==> config.mk <==
export PLATFORM = sky130hd
export DESIGN_NAME = fir_mc
export DESIGN_NICKNAME = d
export VERILOG_FILES = /design/src/rtl/fir_mc.sv
export SDC_FILE = /design/constraint.sdc
export NUM_CORES = 1
export LEC_CHECK = 0
export BUFFER_PORTS_ARGS = -buffer_cell sky130_fd_sc_hd__buf_2
export CAP_MARGIN = 10
export CORE_MARGIN = 4
export CORE_UTILIZATION = 27
export CTS_CLUSTER_SIZE = 20
export DETAILED_ROUTE_END_ITERATION = 12
export GPL_TIMING_DRIVEN = 0
export PLACE_DENSITY = 0.87
export RECOVER_POWER = 100
export SYNTH_ARGS = -nofsm -noshare
export SYNTH_HDL_FRONTEND = slang
export SYNTH_SLANG_ARGS = --single-unit
export TNS_END_PERCENT = 100
==> constraint.sdc <==
create_clock -name clock -period 1.6 [get_ports clock]
set_input_delay 0.24 -clock clock [delete_from_list [all_inputs] [get_ports clock]]
set_output_delay 0.24 -clock clock [all_outputs]
set_load 0.05 [all_outputs]
==> src/rtl/fir_mc.sv <==
// Multi-channel decimating FIR: one shared coefficient set and control FSM,
// with a private delay line and MAC for every channel lane.
module fir_mc #(
  parameter int CHANNELS   = 2,
  parameter int DATA_WIDTH = 32,
  parameter int TAPS       = 32,
  parameter int DECIMATION = 2,
  parameter int FRAC_BITS  = 10,
  parameter logic [0:TAPS-1][DATA_WIDTH-1:0] coeff = '0
) (
  input  logic                           clock,
  input  logic                           reset,
  input  logic                           x_in_empty,
  output logic                           x_in_rd_en,
  input  logic [CHANNELS*DATA_WIDTH-1:0] x_in,
  input  logic                           y_out_full,
  output logic                           y_out_wr_en,
  output logic [CHANNELS*DATA_WIDTH-1:0] y_out,
  output logic                           busy
);
  // state | meaning
  // LOAD  | read DECIMATION words into the delay lines
  // MAC   | accumulate one tap per cycle, k = 0..TAPS-1
  // OUT   | hold y_out until the output FIFO accepts it
  typedef enum logic [1:0] {LOAD, MAC, OUT} state_t;

  localparam int K_W = (TAPS > 1) ? $clog2(TAPS) : 1;
  localparam int D_W = (DECIMATION > 1) ? $clog2(DECIMATION) : 1;
  localparam int P_W = 2 * DATA_WIDTH;
  localparam logic [K_W-1:0] K_LAST = K_W'(TAPS - 1);
  localparam logic [D_W-1:0] D_LAST = D_W'(DECIMATION - 1);

  state_t state, state_nxt;
  logic [K_W-1:0] k;
  logic [D_W-1:0] cnt;
  logic signed [DATA_WIDTH-1:0] x_dl    [CHANNELS][TAPS];
  logic signed [DATA_WIDTH-1:0] acc     [CHANNELS];
  logic signed [DATA_WIDTH-1:0] acc_nxt [CHANNELS];
  logic signed [P_W-1:0]        prod    [CHANNELS];
  logic signed [DATA_WIDTH-1:0] coef_k;

  always_ff @(posedge clock or negedge reset) begin
    if (!reset) state <= LOAD;
    else        state <= state_nxt;
  end

  // rd_en is gated by reset because LOAD is also the reset state
  always_comb begin
    state_nxt   = state;
    x_in_rd_en  = 1'b0;
    y_out_wr_en = 1'b0;
    busy        = 1'b0;
    case (state)
      LOAD: begin
        x_in_rd_en = reset && !x_in_empty;
        if (x_in_rd_en && cnt == D_LAST) state_nxt = MAC;
      end
      MAC: begin
        busy = 1'b1;
        if (k == K_LAST) state_nxt = OUT;
      end
      OUT: begin
        busy        = 1'b1;
        y_out_wr_en = !y_out_full;
        if (!y_out_full) state_nxt = LOAD;
      end
      default: state_nxt = LOAD;
    endcase
  end

  // full-width signed product, arithmetic shift, then wrap to DATA_WIDTH
  always_comb begin
    coef_k = $signed(coeff[K_LAST - k]);
    for (int c = 0; c < CHANNELS; c++) begin
      prod[c]    = P_W'(coef_k) * P_W'(x_dl[c][k]);
      acc_nxt[c] = acc[c] + DATA_WIDTH'(prod[c] >>> FRAC_BITS);
    end
  end

  always_ff @(posedge clock or negedge reset) begin
    if (!reset) begin
      cnt   <= '0;
      k     <= '0;
      y_out <= '0;
      for (int c = 0; c < CHANNELS; c++) begin
        acc[c] <= '0;
        for (int j = 0; j < TAPS; j++) x_dl[c][j] <= '0;
      end
    end else begin
      if (x_in_rd_en) begin
        for (int c = 0; c < CHANNELS; c++) begin
          x_dl[c][0] <= x_in[c*DATA_WIDTH +: DATA_WIDTH];
          for (int j = 1; j < TAPS; j++) x_dl[c][j] <= x_dl[c][j-1];
        end
        if (cnt == D_LAST) begin
          cnt <= '0;
          k   <= '0;
          for (int c = 0; c < CHANNELS; c++) acc[c] <= '0;
        end else begin
          cnt <= cnt + D_W'(1);
        end
      end
      if (state == MAC) begin
        for (int c = 0; c < CHANNELS; c++) acc[c] <= acc_nxt[c];
        if (k == K_LAST) begin
          k <= '0;
          for (int c = 0; c < CHANNELS; c++) y_out[c*DATA_WIDTH +: DATA_WIDTH] <= acc_nxt[c];
        end else begin
          k <= k + K_W'(1);
        end
      end
    end
  end

endmodule

# --- Word level (Yosys, flattened, before mapping) ---
# Memories as Yosys holds them, arrays and structs flattened.
# Cells that the tools add are included.
word_totals:
  regBits: 2184
  mem_bits_ro: 1024
  output_inout_bits: 67
  wordCells: 122
  n_memories: 1
classes:
  add_sub_neg: 5
  multipliers: 2
  order_cmp: 2
  n_eq_ne: 6
  n_mux: 23
  bitwise: 2
  reduce_logical: 11
mem_list:
  columns: ["memory", "words", "word_bits", "read_ports", "rd_ports_with_merged_regs", "write_ports", "line", "source"]
  rows:
  - ["(name not given)", 32, 32, 1, 0, 0, "73", "coef_k = $signed(coeff[K_LAST - k]);"]
ops:
  columns: ["op", "n"]
  rows:
  - ["32-bit binary-select mux with 5-bit select", 2]
  - ["32-bit 2-to-1 mux", 6]
  - ["64-bit 2-to-1 mux", 3]
  - ["32-bit by 32-bit multiplier with 42-bit output", 2]
  - ["32-bit adder", 2]
  - ["5-bit 2-to-1 mux", 4]
  - ["6-bit greater-or-equal comparator (second input constant)", 2]
  - ["5-bit inverter with 6-bit output", 2]
  - ["2-bit 2-to-1 mux", 3]
  - ["2-bit case mux with 3 select lines", 1]
  - ["5-bit by 1-bit adder with 5-bit output (second input constant)", 1]
  - ["5-bit equality test (second input constant)", 1]
  - ["5-bit subtractor (first input constant)", 1]
  - ["1-bit 2-to-1 mux", 4]
  - ["2-bit inequality test (second input constant)", 2]
  - ["2-bit AND reduction", 2]
  - ["2-bit nonzero test", 2]
  - ["3-bit AND reduction", 1]
  - ["2-bit by 1-bit equality test with 1-bit output (second input constant)", 1]
  - ["2-bit equality test (second input constant)", 1]
  - ["1-bit logical AND", 2]
  - ["1-bit logical NOT", 2]
  - ["2-bit logical NOT", 1]
  - ["2-bit by 1-bit inequality test with 1-bit output (second input constant)", 1]
  - ["2 further kinds", 2]

# --- Longest topological paths before layout ---
# Gate-level depths: netlist of run 1.
depth:
  depth_word: 8
  ltp_mapped: 6
  depth_no_buf: 6

# --- Worst setup path before layout of run 1 ---
# No wires, ideal clock.
synth_path:
  kind: "register to register"
  startpoint: "register k[0]"
  endpoint: "register state[0]"
  arrival_time_ns: 1.429
  required_time_ns: 1.474
  path_slack_ns: 0.045
  path_stages_with_launch: 7
  path_buffers: 0
  cell_sequence: "dfrtp_1 -> ha_1 -> and3_1 -> ha_1 -> and2b_1 -> nor3_1 -> o32a_1"
synth_between:
  elab_chain_cells: 3
synth_rtl:
  columns: ["item", "line", "source"]
  rows:
  - ["start, declared", "34", "logic [K_W-1:0] k;"]
  - ["start signal, assigned", "109", "k <= k + K_W'(1);"]
  - ["5-bit equality test", "60", "if (k == K_LAST) state_nxt = OUT;"]
  - ["2-bit by 1-bit inequality test with 1-bit output (no line)", null, null]
  - ["3-bit AND reduction (no line)", null, null]
  - ["end signal, assigned", "44", "else state <= state_nxt;"]
  - ["end, declared", "33", "state_t state, state_nxt;"]
# No other way between the ends.
# A chain may end at the register's enable or synchronous reset.

# --- Worst setup path after layout of run 1 ---
layout_path:
  startpoint: "register k[1]"
  endpoint: "register state[0]"
# The elaborated chain is that of the path after synthesis.

==> results.yml, run 1 <==
hold_path:
  hp-start: "x_in_empty"
  min_path_cells: 4
  hold_path.class: "input pin to register"
  timing.hold.worst_endpoint: "state[0]"
power_and_ir_drop:
  power.sequential.fraction: 0.239
  internal_power_uw: 731
  power.ir.vdd_worst_mv: 0.451
  power.density_nw_per_um2: 1040
  power_frac_comb: 0.649
  share_clk_of_total_power: 0.112
  power.net_switching_uw: 736
  static-leakage-power_nw: 0.864
  power.share.switching: 0.502
place:
  place.detailed.hpwl_um: 1390
  portBuffers: 6
  routability_driven_placement_congestion_ratio: 0.719
detailed_routing:
  detail_route.wl_per_cell_um: 7.52
  drtAntennaViolNets: 0
  wl_um: 1740
  drtPass1Iterations: 4
  routed-via-count: 689
  drtIter0Drc: 5
  drc: 0
  via_per_inst: 2.98
finish:
  antenna_cells_inserted: 0
  count_of_filler_cells_inserted_in_the_layout: 335
  drive_gt1_frac: 0.492
  syn_to_final_growth_pct: 47.8
  layout.nets: 260
  final_util: 0.419
global_route:
  grt.overflow.total: 0
  initial_antenna_violation_count: 0
  gr-usage-all-layers: 0.0675
  vias_in_the_first_global_route: 586
  grt_start_max_net_pins: 9
  grt_pass1_wl_um: 2270
sta:
  final-setup-viol-count: 1
  postLayoutSetupSlackWorst_ns: -0.00942
  rsz0062_at_grt: "true"
  final_hold_violating_endpoints: 0
  clock-skew-final_ns: 0.000484
  worst_slack_on_hold_paths_ns: 0.457
  timing.final.crit_share: 1.01
  number_of_max_slew_violations_in_the_final_report: 0
  clock.fmax_ghz: 0.621
  min_period_ns: 1.61
synth:
  post_synth_mux_area_share: 0.0157
  post_synth.cell_area_avg_sq_um: 9.08
  synth_compound_area_frac: 0.0866
  distinct_cells_synth: 27
  xor_xnor_fraction_of_synth_area: 0.0184
  synth.top_cells.by_count: "sky130_fd_sc_hd__buf_4 (64), sky130_fd_sc_hd__dfrtp_1 (8), sky130_fd_sc_hd__ha_1 (5)"
  synth-edff-count: 0
  synth.top_cell.area_share: 0.504
  post_synth_adder_cell_area: 0.0656
  dominant_combinational_cell_family_by_area_after_synthesis: "buffers and inverters"
  yosysSeqAreaShare: 0.210
  cell_with_the_most_instances_after_synthesis: "sky130_fd_sc_hd__buf_4"
  ys_ff_latch: 8
  postSynthCellCount: 105
  synthArstFlopShare: 1.00
  yosys-top-cells-area: "sky130_fd_sc_hd__buf_4 (50%), sky130_fd_sc_hd__dfrtp_1 (21%), sky130_fd_sc_hd__ha_1 (6.6%), sky130_fd_sc_hd__o32a_1 (2.1%), sky130_fd_sc_hd__a22o_1 (1.8%)"
  post_synth_and_or_nand_nor_area_fraction: 0.0722
  netlist_area_sq_um: 953
  synth_area_leader_cell: "sky130_fd_sc_hd__buf_4"
  ys_warn_count: 0
  synth_ff_type: "sky130_fd_sc_hd__dfrtp_1"
setup_path:
  r2r_end: "state[0]"
  worstPathMaxFanout: 6
  crit_path_end_kind: "register"
  slowest_cell_on_the_critical_path: "sky130_fd_sc_hd__dfrtp_1"
  crit_path_arrival_time_ns: 1.75
  worst-r2r-setup-slack_ns: -0.009
  path_class: "register to register"
  worst_path_largest_cell_delay_ns: 0.37
  crit_chain: "ha_2 > and3_4 > ha_4 > and2b_2 > o32a_1"
  ff2ff_path_depth: 5
  critical_path_required_ns: 1.74
  r2r_start: "k[1]"
  start_kind: "register"
  crit_start: "k[1]"
run_status:
  status: "finished with violations"
  failed_checks: "setup timing"
clocking:
  htree_num_levels: 1
  cts.path.max_buffers: 2
  number_of_buffers_added_by_the_clock_tree_synthesis_step: 3
  cts.sinks: 8
  tritoncts: "built"
  root_buffer: "sky130_fd_sc_hd__clkbuf_4"
  cts.clk_slew.worst_paths_ns: 0.06
  clkLatencyLatePin_ns: 0.26
die:
  core_sq_um: 3360
  dieWidth_um: 67.4
  number_of_rows_created_at_floorplan: 21
  design.die.area_sq_um: 4550
  top_level_ports: 135
  die-height_um: 67.4
  initial_utilization: 0.283
job:
  max_cap_viol_count: 0
## sequential cells by signal, indices dropped and copies added, names as in the netlist
name   count
k          5
state      2
cnt        1
## worst max-delay path, delay by kind of cell, from the launching register on
kind                     cells  cell delay (ns)
AND/OR/NAND/NOR              2             0.45
flip-flops                   1             0.37
AO/OA/AOI/OAI                1             0.35
adder cells (fa/ha/maj)      2             0.32
## per-layer routing
metal  part of all wire  wire [um]  vias up  GRT usage
met4              0.012         21        0     0.0456
met3               0.13        230        2     0.0183
met5                  0          0        -          0
met2               0.48        827       53      0.108
met1               0.38        658      261     0.0781
li1                   -          -      373          -
## power by group through the flow
stage | combinational, mW | sequential (mW) | clock [mW]
final | 0.951 | 0.351 | 0.165
after global routing | 1.01 | 0.358 | 0.180
after CTS | 0.881 | 0.346 | 0.173
after detailed placement | 0.820 | 0.353 | 0
after global placement | 0.806 | 0.346 | 0
after floorplan | 0.753 | 0.338 | 0
## cell usage in the layout (no fill, tap or decap), types with 2 or more instances in the layout
| master | n |
|---|---|
| sky130_fd_sc_hd__a21oi_1 | 2 |
| sky130_fd_sc_hd__a22o_1 | 2 |
| sky130_fd_sc_hd__buf_2 | 3 |
| sky130_fd_sc_hd__buf_4 | 72 |
| sky130_fd_sc_hd__clkbuf_4 | 3 |
| sky130_fd_sc_hd__conb_1 | 64 |
| sky130_fd_sc_hd__dfrtp_1 | 8 |
| sky130_fd_sc_hd__ha_1 | 2 |
| sky130_fd_sc_hd__ha_4 | 2 |
| sky130_fd_sc_hd__inv_2 | 2 |
| sky130_fd_sc_hd__o32a_1 | 2 |
## metrics by stage
stage	area [sq um]	power (mW)	setup slack, ns	setup TNS, ns	instances
finish	1410	1.47	-0.00942	-0.00942	231
global route	1410	1.55	-0.0422	-0.0588	231
CTS	1340	1.40	0.00107	0	225
detailed placement	1280	1.17	-0.0625	-0.115	220
global placement	1280	1.15	-0.0445	-0.0505	220
floorplan	1190	1.09	0.0454	0	168
## area by class of cell
cell class / count / area [sq um] / share of cell area
tap: 46 / 57.6 / 0.0409
timing repair buffer: 14 / 104 / 0.0737
sequential: 8 / 200 / 0.142
clock buffer: 3 / 22.5 / 0.0160
inverter: 3 / 11.3 / 0.00799
multi-input combinational: 92 / 522 / 0.370
buffer: 65 / 492 / 0.349
## kinds of logic after synthesis
| logic type | count (synthesis) |
|---|---|
| buffers and inverters | 68 |
| other | 1 |
| adder cells (fa/ha/maj) | 5 |
| XOR/XNOR | 2 |
| AO/OA/AOI/OAI | 10 |
| multiplexers | 1 |
| flip-flops | 8 |
| AND/OR/NAND/NOR | 10 |
## how the worst max path moves through the flow
stage | end | slack, ns | depth (start not counted)
after floorplan | state[0] | 0.05 | 6
after global placement | state[0] | -0.04 | 6
after detailed placement | state[0] | -0.06 | 6
after CTS | k[2] | 0.001 | 6
after global routing | state[0] | -0.04 | 5
final | state[0] | -0.009 | 5
## timing repair
action | 4_1_cts | 5_1_grt
resized for setup | 8 | 7
pin swaps | 2 | 4
endpoints found under the setup margin | 3 | 5
setup buffers | 1 | 6
hold buffers | 1 | 0
hold endpoints to repair | 8 | 0
No activity file was read; power rests on OpenSTA's default activity.
==> inputs of run 2 (changes only) <==
--- a/config.mk
+++ b/config.mk
@@ -8,11 +8,11 @@
 export BUFFER_PORTS_ARGS = -buffer_cell sky130_fd_sc_hd__buf_2
 export CAP_MARGIN = 10
 export CORE_MARGIN = 4
-export CORE_UTILIZATION = 27
+export CORE_UTILIZATION = 26
 export CTS_CLUSTER_SIZE = 20
 export DETAILED_ROUTE_END_ITERATION = 12
 export GPL_TIMING_DRIVEN = 0
-export PLACE_DENSITY = 0.87
+export PLACE_DENSITY = 0.85
 export RECOVER_POWER = 100
 export SYNTH_ARGS = -nofsm -noshare
 export SYNTH_HDL_FRONTEND = slang
==> constraint.sdc (replaced) <==
create_clock -name clock -period 1.39 [get_ports clock]
set_input_delay 0.2085 -clock clock [delete_from_list [all_inputs] [get_ports clock]]
set_output_delay 0.2085 -clock clock [all_outputs]
set_load 0.05 [all_outputs]
==> results.yml, run 2 (same netlist as run 1, synthesis figures left out) <==
power_and_ir_drop:
  power_frac_comb: 0.614
  power.net_switching_uw: 871
  static-leakage-power_nw: 0.870
  internal_power_uw: 933
  power.share.switching: 0.483
  power.ir.vdd_worst_mv: 0.428
  power.density_nw_per_um2: 1240
  power.sequential.fraction: 0.228
  share_clk_of_total_power: 0.157
place:
  routability_driven_placement_congestion_ratio: 0.750
  pre_cts_ws_ns: -0.157
  portBuffers: 6
setup_path:
  path_class: "register to output port"
  critical_path_required_ns: 1.18
  crit_path_arrival_time_ns: 1.33
  start_kind: "register"
  crit_path_end_kind: "output port"
  worstPathMaxFanout: 4
hold_path:
  hold_path.class: "input pin to register"
finish:
  count_of_filler_cells_inserted_in_the_layout: 341
  drive_gt1_frac: 0.505
  layout.nets: 259
  layout_common_cells: "sky130_fd_sc_hd__buf_4 (71), sky130_fd_sc_hd__conb_1 (64), sky130_fd_sc_hd__dfrtp_1 (8)"
  largest_register: "k"
  layout.cells.most_common: "sky130_fd_sc_hd__buf_4"
  antenna_cells_inserted: 0
  largest_reg_flops: 5
  syn_to_final_growth_pct: 52.6
  top_regs: "k x5, state x2, cnt x1"
sta:
  tns_ns: -0.627
  min_period_ns: 1.54
  final_hold_violating_endpoints: 0
  postLayoutSetupSlackWorst_ns: -0.149
  rsz0062_at_grt: "true"
  clock.fmax_ghz: 0.650
  clock-skew-final_ns: 0.00322
  number_of_max_slew_violations_in_the_final_report: 0
  timing.final.crit_share: 1.11
  final-setup-viol-count: 6
detailed_routing:
  routed-via-count: 691
  drc: 0
  drtIter0Drc: 34
  via_per_inst: 3.00
  drtAntennaViolNets: 0
  drtPass1Iterations: 4
  detail_route.wl_per_cell_um: 7.80
  wl_um: 1790
clocking:
  cts.sinks: 8
  clkLatencyLatePin_ns: 0.23
  cts.path.max_buffers: 2
  cts.clk_slew.worst_paths_ns: 0.04
  tritoncts: "built"
  htree_num_levels: 1
  root_buffer: "sky130_fd_sc_hd__clkbuf_8"
  number_of_buffers_added_by_the_clock_tree_synthesis_step: 3
run_status:
  status: "finished with violations"
  failed_checks: "setup timing"
die:
  die-height_um: 68.6
  core_sq_um: 3440
  top_level_ports: 135
  initial_utilization: 0.277
  design.die.area_sq_um: 4700
  dieWidth_um: 68.6
  number_of_rows_created_at_floorplan: 21
global_route:
  gr-usage-all-layers: 0.0712
  vias_in_the_first_global_route: 569
  grt_pass1_wl_um: 2420
  grt.overflow.total: 0
  grt_start_max_net_pins: 9
  initial_antenna_violation_count: 0
job:
  max_cap_viol_count: 0
## run 2: worst max-delay path, cell delays in order (launching register included)
cell and delay (ns):
sky130_fd_sc_hd__dfrtp_1 0.40, sky130_fd_sc_hd__inv_2 0.10, sky130_fd_sc_hd__ha_4 0.15, sky130_fd_sc_hd__and3b_1 0.15
sky130_fd_sc_hd__buf_4 0.14, sky130_fd_sc_hd__buf_8 0.15
## run 2: power groups by stage
stage,combinational (mW),sequential [mW],clock (mW)
finish,1.11,0.412,0.284
global route,1.19,0.421,0.302
CTS,1.07,0.414,0.285
detailed placement,0.965,0.422,0
global placement,0.947,0.414,0
floorplan,0.895,0.402,0
## run 2: routing by layer
metal / vias up / track usage / wire length [um]
li1: 371 / - / -
met1: 268 / 0.0800 / 601
met2: 50 / 0.111 / 900
met3: 2 / 0.0357 / 276
met4: 0 / 0.0347 / 17
met5: - / 0 / 0
## run 2: repair_timing
| item | 4_1_cts | 5_1_grt |
|---|---|---|
| resized for setup | 9 | 6 |
| pin swaps | 3 | 4 |
| buffers inserted | 4 | 2 |
| hold buffers | 1 | 0 |
| setup endpoints to repair | 7 | 6 |
| hold endpoints to repair | 8 | 0 |
| gates cloned | 0 | 0 |
## run 2: worst paths after layout
check | cells after the start | start | end | slack [ns]
min in group asynchronous | 2 | reset | k[2] | 0.51
hold reg to reg | 1 | k[2] | k[2] | 0.54
setup / recovery | 5 | state[0] | x_in_rd_en | -0.15
setup reg to reg | 5 | k[1] | state[0] | -0.14
hold / removal | 4 | reset | state[0] | 0.46
max in group asynchronous | 2 | reset | k[1] | 0.60
## run 2: layout make-up
class / count / area [sq um] / area share
Multi-Input combinational cell: 92 / 553 / 0.380
Buffer: 65 / 488 / 0.335
Sequential cell: 8 / 200 / 0.138
Timing Repair Buffer: 13 / 104 / 0.0714
Tap cell: 46 / 57.6 / 0.0396
Clock buffer: 3 / 41.3 / 0.0284
Inverter: 3 / 11.3 / 0.00774
## run 2: per-stage QoR
| stage | area [sq um] | hold WS (ns) | power (mW) | util | std cells |
|---|---|---|---|---|---|
| 2_1_floorplan | 1220 | -0.0871 | 1.30 | - | 168 |
| 3_3_place_gp | 1310 | 0.0715 | 1.36 | 0.381 | 220 |
| 3_5_place_dp | 1310 | 0.0751 | 1.39 | 0.381 | 220 |
| 4_1_cts | 1420 | 0.456 | 1.77 | 0.413 | 228 |
| 5_1_grt | 1460 | 0.486 | 1.92 | 0.423 | 230 |
| 6_report | 1460 | 0.457 | 1.80 | 0.423 | 230 |
